==> src/rtl/sram_port_arbiter.sv <==
// Arbitrates the single SRAM controller between the IF (fetch) and MEM (load/store) stages.
// One transaction at a time: IDLE grants, BUSY waits for sram_ready or times out, DONE acks.
module sram_port_arbiter #(
    parameter int unsigned ADDR_W      = 32,
    parameter int unsigned DATA_W      = 32,
    parameter int unsigned MAX_MEM_RUN = 4,
    parameter int unsigned TIMEOUT     = 64
) (
    input  logic              clk,
    input  logic              rst,
    input  logic              mem_req_i,
    input  logic              mem_we_i,
    input  logic [ADDR_W-1:0] mem_addr_i,
    input  logic [DATA_W-1:0] mem_wdata_i,
    output logic [DATA_W-1:0] mem_rdata_o,
    output logic              mem_ack_o,
    input  logic              if_req_i,
    input  logic [ADDR_W-1:0] if_addr_i,
    output logic [DATA_W-1:0] if_rdata_o,
    output logic              if_ack_o,
    output logic              sram_req_o,
    output logic              sram_we_o,
    output logic [ADDR_W-1:0] sram_addr_o,
    output logic [DATA_W-1:0] sram_wdata_o,
    input  logic [DATA_W-1:0] sram_rdata_i,
    input  logic              sram_ready_i,
    output logic              freeze_mem_o,
    output logic              freeze_if_o,
    output logic              timeout_err_o
);

    localparam int unsigned RUN_W = 4;
    localparam int unsigned TMO_W = 8;

    typedef enum logic [1:0] {
        ST_IDLE = 2'd0,
        ST_BUSY = 2'd1,
        ST_DONE = 2'd2
    } state_e;

    state_e              state_q, state_d;
    logic                owner_mem_q, owner_mem_d;
    logic                sram_req_q, sram_req_d;
    logic                sram_we_q, sram_we_d;
    logic [ADDR_W-1:0]   sram_addr_q, sram_addr_d;
    logic [DATA_W-1:0]   sram_wdata_q, sram_wdata_d;
    logic [DATA_W-1:0]   mem_rdata_q, mem_rdata_d;
    logic [DATA_W-1:0]   if_rdata_q, if_rdata_d;
    logic                mem_ack_q, mem_ack_d;
    logic                if_ack_q, if_ack_d;
    logic                tmo_err_q, tmo_err_d;
    logic [RUN_W-1:0]    run_cnt_q, run_cnt_d;
    logic [TMO_W-1:0]    tmo_cnt_q, tmo_cnt_d;
    logic                grant_if;

    // State and registered outputs
    always_ff @(posedge clk) begin
        if (rst) begin
            state_q      <= ST_IDLE;
            owner_mem_q  <= 1'b0;
            sram_req_q   <= 1'b0;
            sram_we_q    <= 1'b0;
            sram_addr_q  <= '0;
            sram_wdata_q <= '0;
            mem_rdata_q  <= '0;
            if_rdata_q   <= '0;
            mem_ack_q    <= 1'b0;
            if_ack_q     <= 1'b0;
            tmo_err_q    <= 1'b0;
            run_cnt_q    <= '0;
            tmo_cnt_q    <= '0;
        end else begin
            state_q      <= state_d;
            owner_mem_q  <= owner_mem_d;
            sram_req_q   <= sram_req_d;
            sram_we_q    <= sram_we_d;
            sram_addr_q  <= sram_addr_d;
            sram_wdata_q <= sram_wdata_d;
            mem_rdata_q  <= mem_rdata_d;
            if_rdata_q   <= if_rdata_d;
            mem_ack_q    <= mem_ack_d;
            if_ack_q     <= if_ack_d;
            tmo_err_q    <= tmo_err_d;
            run_cnt_q    <= run_cnt_d;
            tmo_cnt_q    <= tmo_cnt_d;
        end
    end

    // Next-state and output logic
    always_comb begin
        state_d      = state_q;
        owner_mem_d  = owner_mem_q;
        sram_req_d   = sram_req_q;
        sram_we_d    = sram_we_q;
        sram_addr_d  = sram_addr_q;
        sram_wdata_d = sram_wdata_q;
        mem_rdata_d  = mem_rdata_q;
        if_rdata_d   = if_rdata_q;
        mem_ack_d    = 1'b0;
        if_ack_d     = 1'b0;
        tmo_err_d    = tmo_err_q;
        run_cnt_d    = run_cnt_q;
        tmo_cnt_d    = tmo_cnt_q;
        grant_if     = 1'b0;

        case (state_q)
            ST_IDLE: begin
                if (!if_req_i) begin
                    run_cnt_d = '0;
                end
                if (mem_req_i || if_req_i) begin
                    // IF wins only when MEM is idle or MEM has used up its run allowance
                    grant_if   = if_req_i && (!mem_req_i || (run_cnt_q == RUN_W'(MAX_MEM_RUN)));
                    state_d    = ST_BUSY;
                    sram_req_d = 1'b1;
                    tmo_cnt_d  = '0;
                    if (grant_if) begin
                        owner_mem_d  = 1'b0;
                        sram_we_d    = 1'b0;
                        sram_addr_d  = if_addr_i;
                        sram_wdata_d = '0;
                        run_cnt_d    = '0;
                    end else begin
                        owner_mem_d  = 1'b1;
                        sram_we_d    = mem_we_i;
                        sram_addr_d  = mem_addr_i;
                        sram_wdata_d = mem_wdata_i;
                        if (if_req_i && (run_cnt_q < RUN_W'(MAX_MEM_RUN))) begin
                            run_cnt_d = run_cnt_q + RUN_W'(1);
                        end
                    end
                end
            end
            ST_BUSY: begin
                if (sram_ready_i) begin
                    state_d    = ST_DONE;
                    sram_req_d = 1'b0;
                    if (owner_mem_q) begin
                        mem_rdata_d = sram_rdata_i;
                        mem_ack_d   = 1'b1;
                    end else begin
                        if_rdata_d = sram_rdata_i;
                        if_ack_d   = 1'b1;
                    end
                end else if (tmo_cnt_q == TMO_W'(TIMEOUT)) begin
                    // Abort: owner still gets its ack, with an all-ones word
                    state_d    = ST_DONE;
                    sram_req_d = 1'b0;
                    tmo_err_d  = 1'b1;
                    if (owner_mem_q) begin
                        mem_rdata_d = {DATA_W{1'b1}};
                        mem_ack_d   = 1'b1;
                    end else begin
                        if_rdata_d = {DATA_W{1'b1}};
                        if_ack_d   = 1'b1;
                    end
                end else begin
                    tmo_cnt_d = tmo_cnt_q + TMO_W'(1);
                end
            end
            ST_DONE: begin
                state_d = ST_IDLE;
            end
            default: begin
                state_d    = ST_IDLE;
                sram_req_d = 1'b0;
            end
        endcase
    end

    assign sram_req_o    = sram_req_q;
    assign sram_we_o     = sram_we_q;
    assign sram_addr_o   = sram_addr_q;
    assign sram_wdata_o  = sram_wdata_q;
    assign mem_rdata_o   = mem_rdata_q;
    assign if_rdata_o    = if_rdata_q;
    assign mem_ack_o     = mem_ack_q;
    assign if_ack_o      = if_ack_q;
    assign timeout_err_o = tmo_err_q;

    // Stall each stage while its request is outstanding
    assign freeze_mem_o  = mem_req_i & ~mem_ack_q;
    assign freeze_if_o   = if_req_i & ~if_ack_q;

endmodule

==> config.mk <==
export PLATFORM = sky130hd
export DESIGN_NAME = sram_port_arbiter
export DESIGN_NICKNAME = d
export VERILOG_FILES = /design/src/rtl/sram_port_arbiter.sv
export SDC_FILE = /design/constraint.sdc
export NUM_CORES = 1
export LEC_CHECK = 0
export ABC_AREA = 1
export ABC_CLOCK_PERIOD_IN_PS = 4000
export BUFFER_PORTS_ARGS = -buffer_cell sky130_fd_sc_hd__clkbuf_2
export CORE_MARGIN = 2
export CORE_UTILIZATION = 45
export CTS_CLUSTER_DIAMETER = 150
export DETAILED_ROUTE_END_ITERATION = 8
export GPL_TIMING_DRIVEN = 0
export PLACE_DENSITY = 0.81
export SLEW_MARGIN = 20
export SYNTH_ARGS = -nofsm -noshare
export SYNTH_HDL_FRONTEND = slang
export SYNTH_SLANG_ARGS = --single-unit
==> constraint.sdc <==
create_clock -name clk -period 4 [get_ports clk]
set_input_delay 0.6 -clock clk [delete_from_list [all_inputs] [get_ports clk]]
set_output_delay 0.6 -clock clk [all_outputs]
set_load 0.005 [all_outputs]
# After elaboration in Yosys (flattened, before gate mapping)
# Cells that the tools add are included.
[op_classes]
n_reduce_logical = 16
n_eq_ne = 8
add_sub_neg = 2
n_mux = 34
n_bitwise = 8
n_lt_le_gt_ge = 1
[op_table]
columns = ["op", "n"]
rows = [
  ["$mux 32", 10],
  ["$mux 8", 3],
  ["$mux 4", 4],
  ["$pmux 8 s2", 1],
  ["$reduce_and 3->1", 4],
  ["$mux 1", 11],
  ["$add 8x1->8 const B", 1],
  ["$eq 8x7->1 const B", 1],
  ["$mux 2", 3],
  ["$ne 2x2->1 const B", 3],
  ["$not 1->1", 6],
  ["$add 4x1->4 const B", 1],
  ["$eq 4x3->1 const B", 1],
  ["$lt 4x3->1 const B", 1],
  ["$pmux 2 s2", 1],
  ["$reduce_and 2->1", 2],
  ["$reduce_and 4->1", 1],
  ["$reduce_bool 2->1", 2],
  ["$ne 3x3->1 const B", 1],
  ["$pmux 1 s3", 1],
  ["$and 1x1->1", 2],
  ["$eq 2x1->1 const B", 1],
  ["$eq 2x2->1 const B", 1],
  ["$logic_and 1x1->1", 2],
  ["4 further kinds", 5],
]
[totals]
out_inout_bits = 135
input_bits = 134
reg_bits = 148
word_cells = 82

# Logic depth before layout (Yosys ltp)
[logic_depth]
depth_word = 5
ltp_mapped = 10
ltp_nobuf = 10

# Worst setup path after synthesis
# No wires, ideal clock.
[synth_timing]
path_kind = "in2reg"
startpoint = "input port if_req_i"
endpoint = "register sram_wdata_q[10] (netlist: sram_wdata_o[10])"
stages = 8
setup_time_ns = 0.132
t_arrival_ns = 1.430
slack_ns = 2.438
n_path_buf = 3
cell_sequence = "buf_2 nand4_1 nand2_2 nor2_2 buf_4 buf_6 nand2_1 a21oi_1"
[synth_via]
elab_chain_len = 2
elab_cells_between_ends = 4
classes_between = "mux: 1; reduce/logical: 3"
[synth_rtl]
columns = ["element", "line", "text"]
rows = [
  ["start: declaration", "17", "input logic if_req_i,"],
  ["$logic_and 1x1->1 / $logic_or 1x1->1 (equally long branches)", "113, 111", ""],
  ["$mux 32 / $reduce_and 2->1 (equally long branches)", "n/a", ""],
  ["end signal: assignment", "78", "sram_wdata_q <= sram_wdata_d;"],
  ["end: declaration", "46", "logic [DATA_W-1:0] sram_wdata_q, sram_wdata_d;"],
]
# Parallel ways exist; a longest one is shown, timed or not.
# A chain may end at the register's enable or synchronous reset.

# Worst setup path in the final report
[layout_timing]
startpoint = "input port if_req_i"
endpoint = "output port freeze_if_o"
[layout_via]
elab_chain_len = 1
[layout_rtl]
columns = ["element", "line", "text"]
rows = [
  ["$and 1x1->1", "183", "assign freeze_if_o = if_req_i & ~if_ack_q;"],
  ["end: declaration", "28", "output logic freeze_if_o,"],
]
# Every way passes these cells.

==> metrics.md <==
| Metric | Value |
|---|---|
| Type of origin of the critical path | primary input |
| CTS Root Cell | clkbuf_16 |
| Yosys warns | 0 |
| CP Launch Point | if_req_i |
| Placed insts | 1337 |
| Routed len/inst | 14.2 um |
| Total power | 3.91 mW |
| Resize count post-CTS | 0 |
| Die Width | 124 um |
| CP max stage delay | around 0.18 ns |
| RR Startpoint | tmo_cnt_q[0]$_SDFFE_PP0P_ |
| Critical path class | in2out |
| Layout area overhead | 33.5% |
| Vias per cell | 5.05 |
| Initial core utilization | 0.465 |
| Max-cap violations | 0 |
| Max FO, Critical Path | 8 |
| Clock latency on the worst-skew pair | 0.43 ns |
| Core area | 14000 um2 |
| Initial DRC count | ~500 |
| Filler instances | 1298 |
| CTS tree | done |
| Commonest non-fill, non-tap cells in the layout | clkbuf_2, nand2_1, dfxtp_1 |
| Cells along the critical path | buf_2 -> inv_1 -> nor2_1 -> clkbuf_2 |
| CP top delay family | buffers and inverters |
| Bufs and invs on worst path | 3 |
| Net count, final | 1314 |
| Worst EP arrival | 1.13 ns |
| Hold WC Path Type | in2reg |
| CTS sink cnt | approximately 150 |
| Final worst path period share | 0.434 |
| Worst path required time | 3.40 ns |
| Hold Path Depth | 3 |
| Post-route ant nets | 0 |
| Vias after detailed routing | 6910 |
| Post-DP HPWL | 14600 um |
| Slew Limit Fails | 0 |
| Synth Cell Area | 6500 um2 |
| Tmin final | between 1.5 and 2 ns |
| Commonest non-fill, non-tap cell in the layout | clkbuf_2 |
| Status | finished, final reports clean |
| Final instance area | 8680 um2 |
| CTS Hold Bufs | 0 |
| CP max-delay cell | buf_2 |
| Num CTS Buffers | 17 |
| Cell taking the most area after synthesis | dfxtp_1 |
| Max Freq | around 580 MHz |
| Largest net degree at the start of global routing | 17 |
| Setup TNS | 0 ns |
| Syn Nets | 1028 |
| Synth top area share | 0.456 |
| Power Dens Cells | between 400 and 500 nW/um2 |
| Final Hold Viols | 0 |
| Initial antenna violation count | 0 |
| Final setup vio count | 0 |
| Num ports | 269 |
| Ranking of synthesized cells by area | dfxtp_1, nand2_1, a21oi_1, inv_1, nand4_1 |
| I/O Buffers | 267 |
| Final RePlAce weighted congestion | approximately 0.86 |
| Syn_area_per_cell | 7.30 um2 |
| Register area share after synthesis | 0.456 |
| Full die area | about 15000 um2 |
| Max H-tree Level | 4 |
| Leak pwr | 4.41 nW |
| Non-Filler Instances | 1369 |
| Number of remaining DRC errors | 0 |
| Total GRT Usage | 0.250 |
| Worst-margin pin slew | 0.562 ns |
| DRT Pass-1 Iters | 5 |
| Flops & latches, synth | 148 |
| Die Y | 124 um |
| Hold path startpoint | mem_wdata_i[18] |
| Layout cells sized above 1 | 0.292 |
| Maximum vdd ir drop | between 0.2 and 0.3 mV |
| RSZ-0062 raised after global routing | no |
| # diodes | 0 |
| Row cnt | 43 |
| Final wirelength | 19400 um |
| Worst-path clk slew | 0.06 ns |
| Worst slew margin | 0.626 |
| Levels on crit path | 4 |
| First-pass GRT wire length | 30100 um |
| CP Capture Type | output port |
| R2R depth | 10 |
| Dpl cell area | 8060 um2 |
| Post-synthesis cell count | between 800 and 900 |
| Post-layout util | 0.620 |
| Clock Skews | around 0.011 ns |
| Setup Buffers After CTS | 0 |
| Library cells used by synthesis | 30 |
| Vias in the first global route | 6444 |
| Max Buffers Root-to-Sink | 2 |
| Total gr overflow | 0 |
Yosys cell counts, drive strengths merged:
cell,number
nor3,2
nand2,201
clkinv,1
o22ai,2
ha,4
o21a,1
a21oi,139
buf,34
a21o,32
o21bai,2
nor2,29
nand3,12
inv,149
a22oi,1
a31oi,1
nand4,67
o21ai,36
clkbuf,29
dfxtp,148
sequential cells by signal, indices dropped and copies added, names as in the netlist:
register / cells
sram_req_o: 1
mem_rdata_o: 32
sram_we_o: 1
run_cnt_q: 4
timeout_err_o: 1
if_rdata_o: 32
owner_mem_q: 1
if_ack_o: 1
sram_addr_o: 32
sram_wdata_o: 32
tmo_cnt_q: 8
mem_ack_o: 1
state_q: 2
layout make-up:
type / count / area, um2 / share of cell area
inverters: 150 / 563 / 0.0649
clock buffers: 18 / 439 / 0.0506
well taps: 180 / 225 / 0.0260
multi-input cells: 529 / 2630 / 0.303
plain buffers: 63 / 342 / 0.0394
flip-flops and latches: 148 / 2960 / 0.341
repair buffers: 267 / 1340 / 0.154
clock inverters: 14 / 178 / 0.0205
where the power goes:
part	switching, mW	total, mW	internal, mW	leakage [nW]
Clock	0.657	1.66	1.00	0.289
Combinational	0.367	0.621	0.254	2.91
Sequential	0.0555	1.63	1.58	1.21
Total	1.08	3.91	2.83	4.41
logic make-up (layout without fill, tap and decap cells):
logic type	Yosys count	count (layout)	share of synthesized area
adders and majority gates	4	4	0.00770
AOI/OAI and AO/OA	214	214	0.183
buffers and inverters	213	512	0.139
and+or+nand+nor	311	311	0.214
DFF	148	148	0.456
final timing paths:
path	to	slack [ns]
worst max register to register	tmo_cnt_q[4]$_SDFFE_PP0P_	2.28
worst max-delay path	freeze_if_o	2.27
worst min-delay path	sram_wdata_o[18]$_SDFFE_PP0P_	0.40
worst min register to register	if_rdata_o[8]$_SDFFE_PP0P_	0.45
worst reg2reg max path: cells and delay by family, from the launching register on:
| kind | cells | cell delay (ns) |
|---|---|---|
| flip-flops | 1 | 0.34 |
| adder cells (fa/ha/maj) | 1 | 0.18 |
| AND/OR/NAND/NOR | 7 | 0.99 |
| buffers and inverters | 2 | 0.19 |
routing by layer:
metal	up-vias	global-route usage	wire length [um]
li1	3442	-	-
met3	47	0.0760	1630
met4	0	0.104	512
met5	-	0	0
met2	306	0.424	9490
met1	3115	0.294	7780
per-stage QoR:
| step | hold slack, ns | worst slack (ns) |
|---|---|---|
| floorplan | 0.442 | 2.44 |
| global placement | 0.432 | 2.04 |
| detailed placement | 0.434 | 2.06 |
| CTS | 0.384 | 2.26 |
| global route | 0.399 | 2.09 |
| finish | 0.399 | 2.27 |
(Power assumes the default switching activity.)
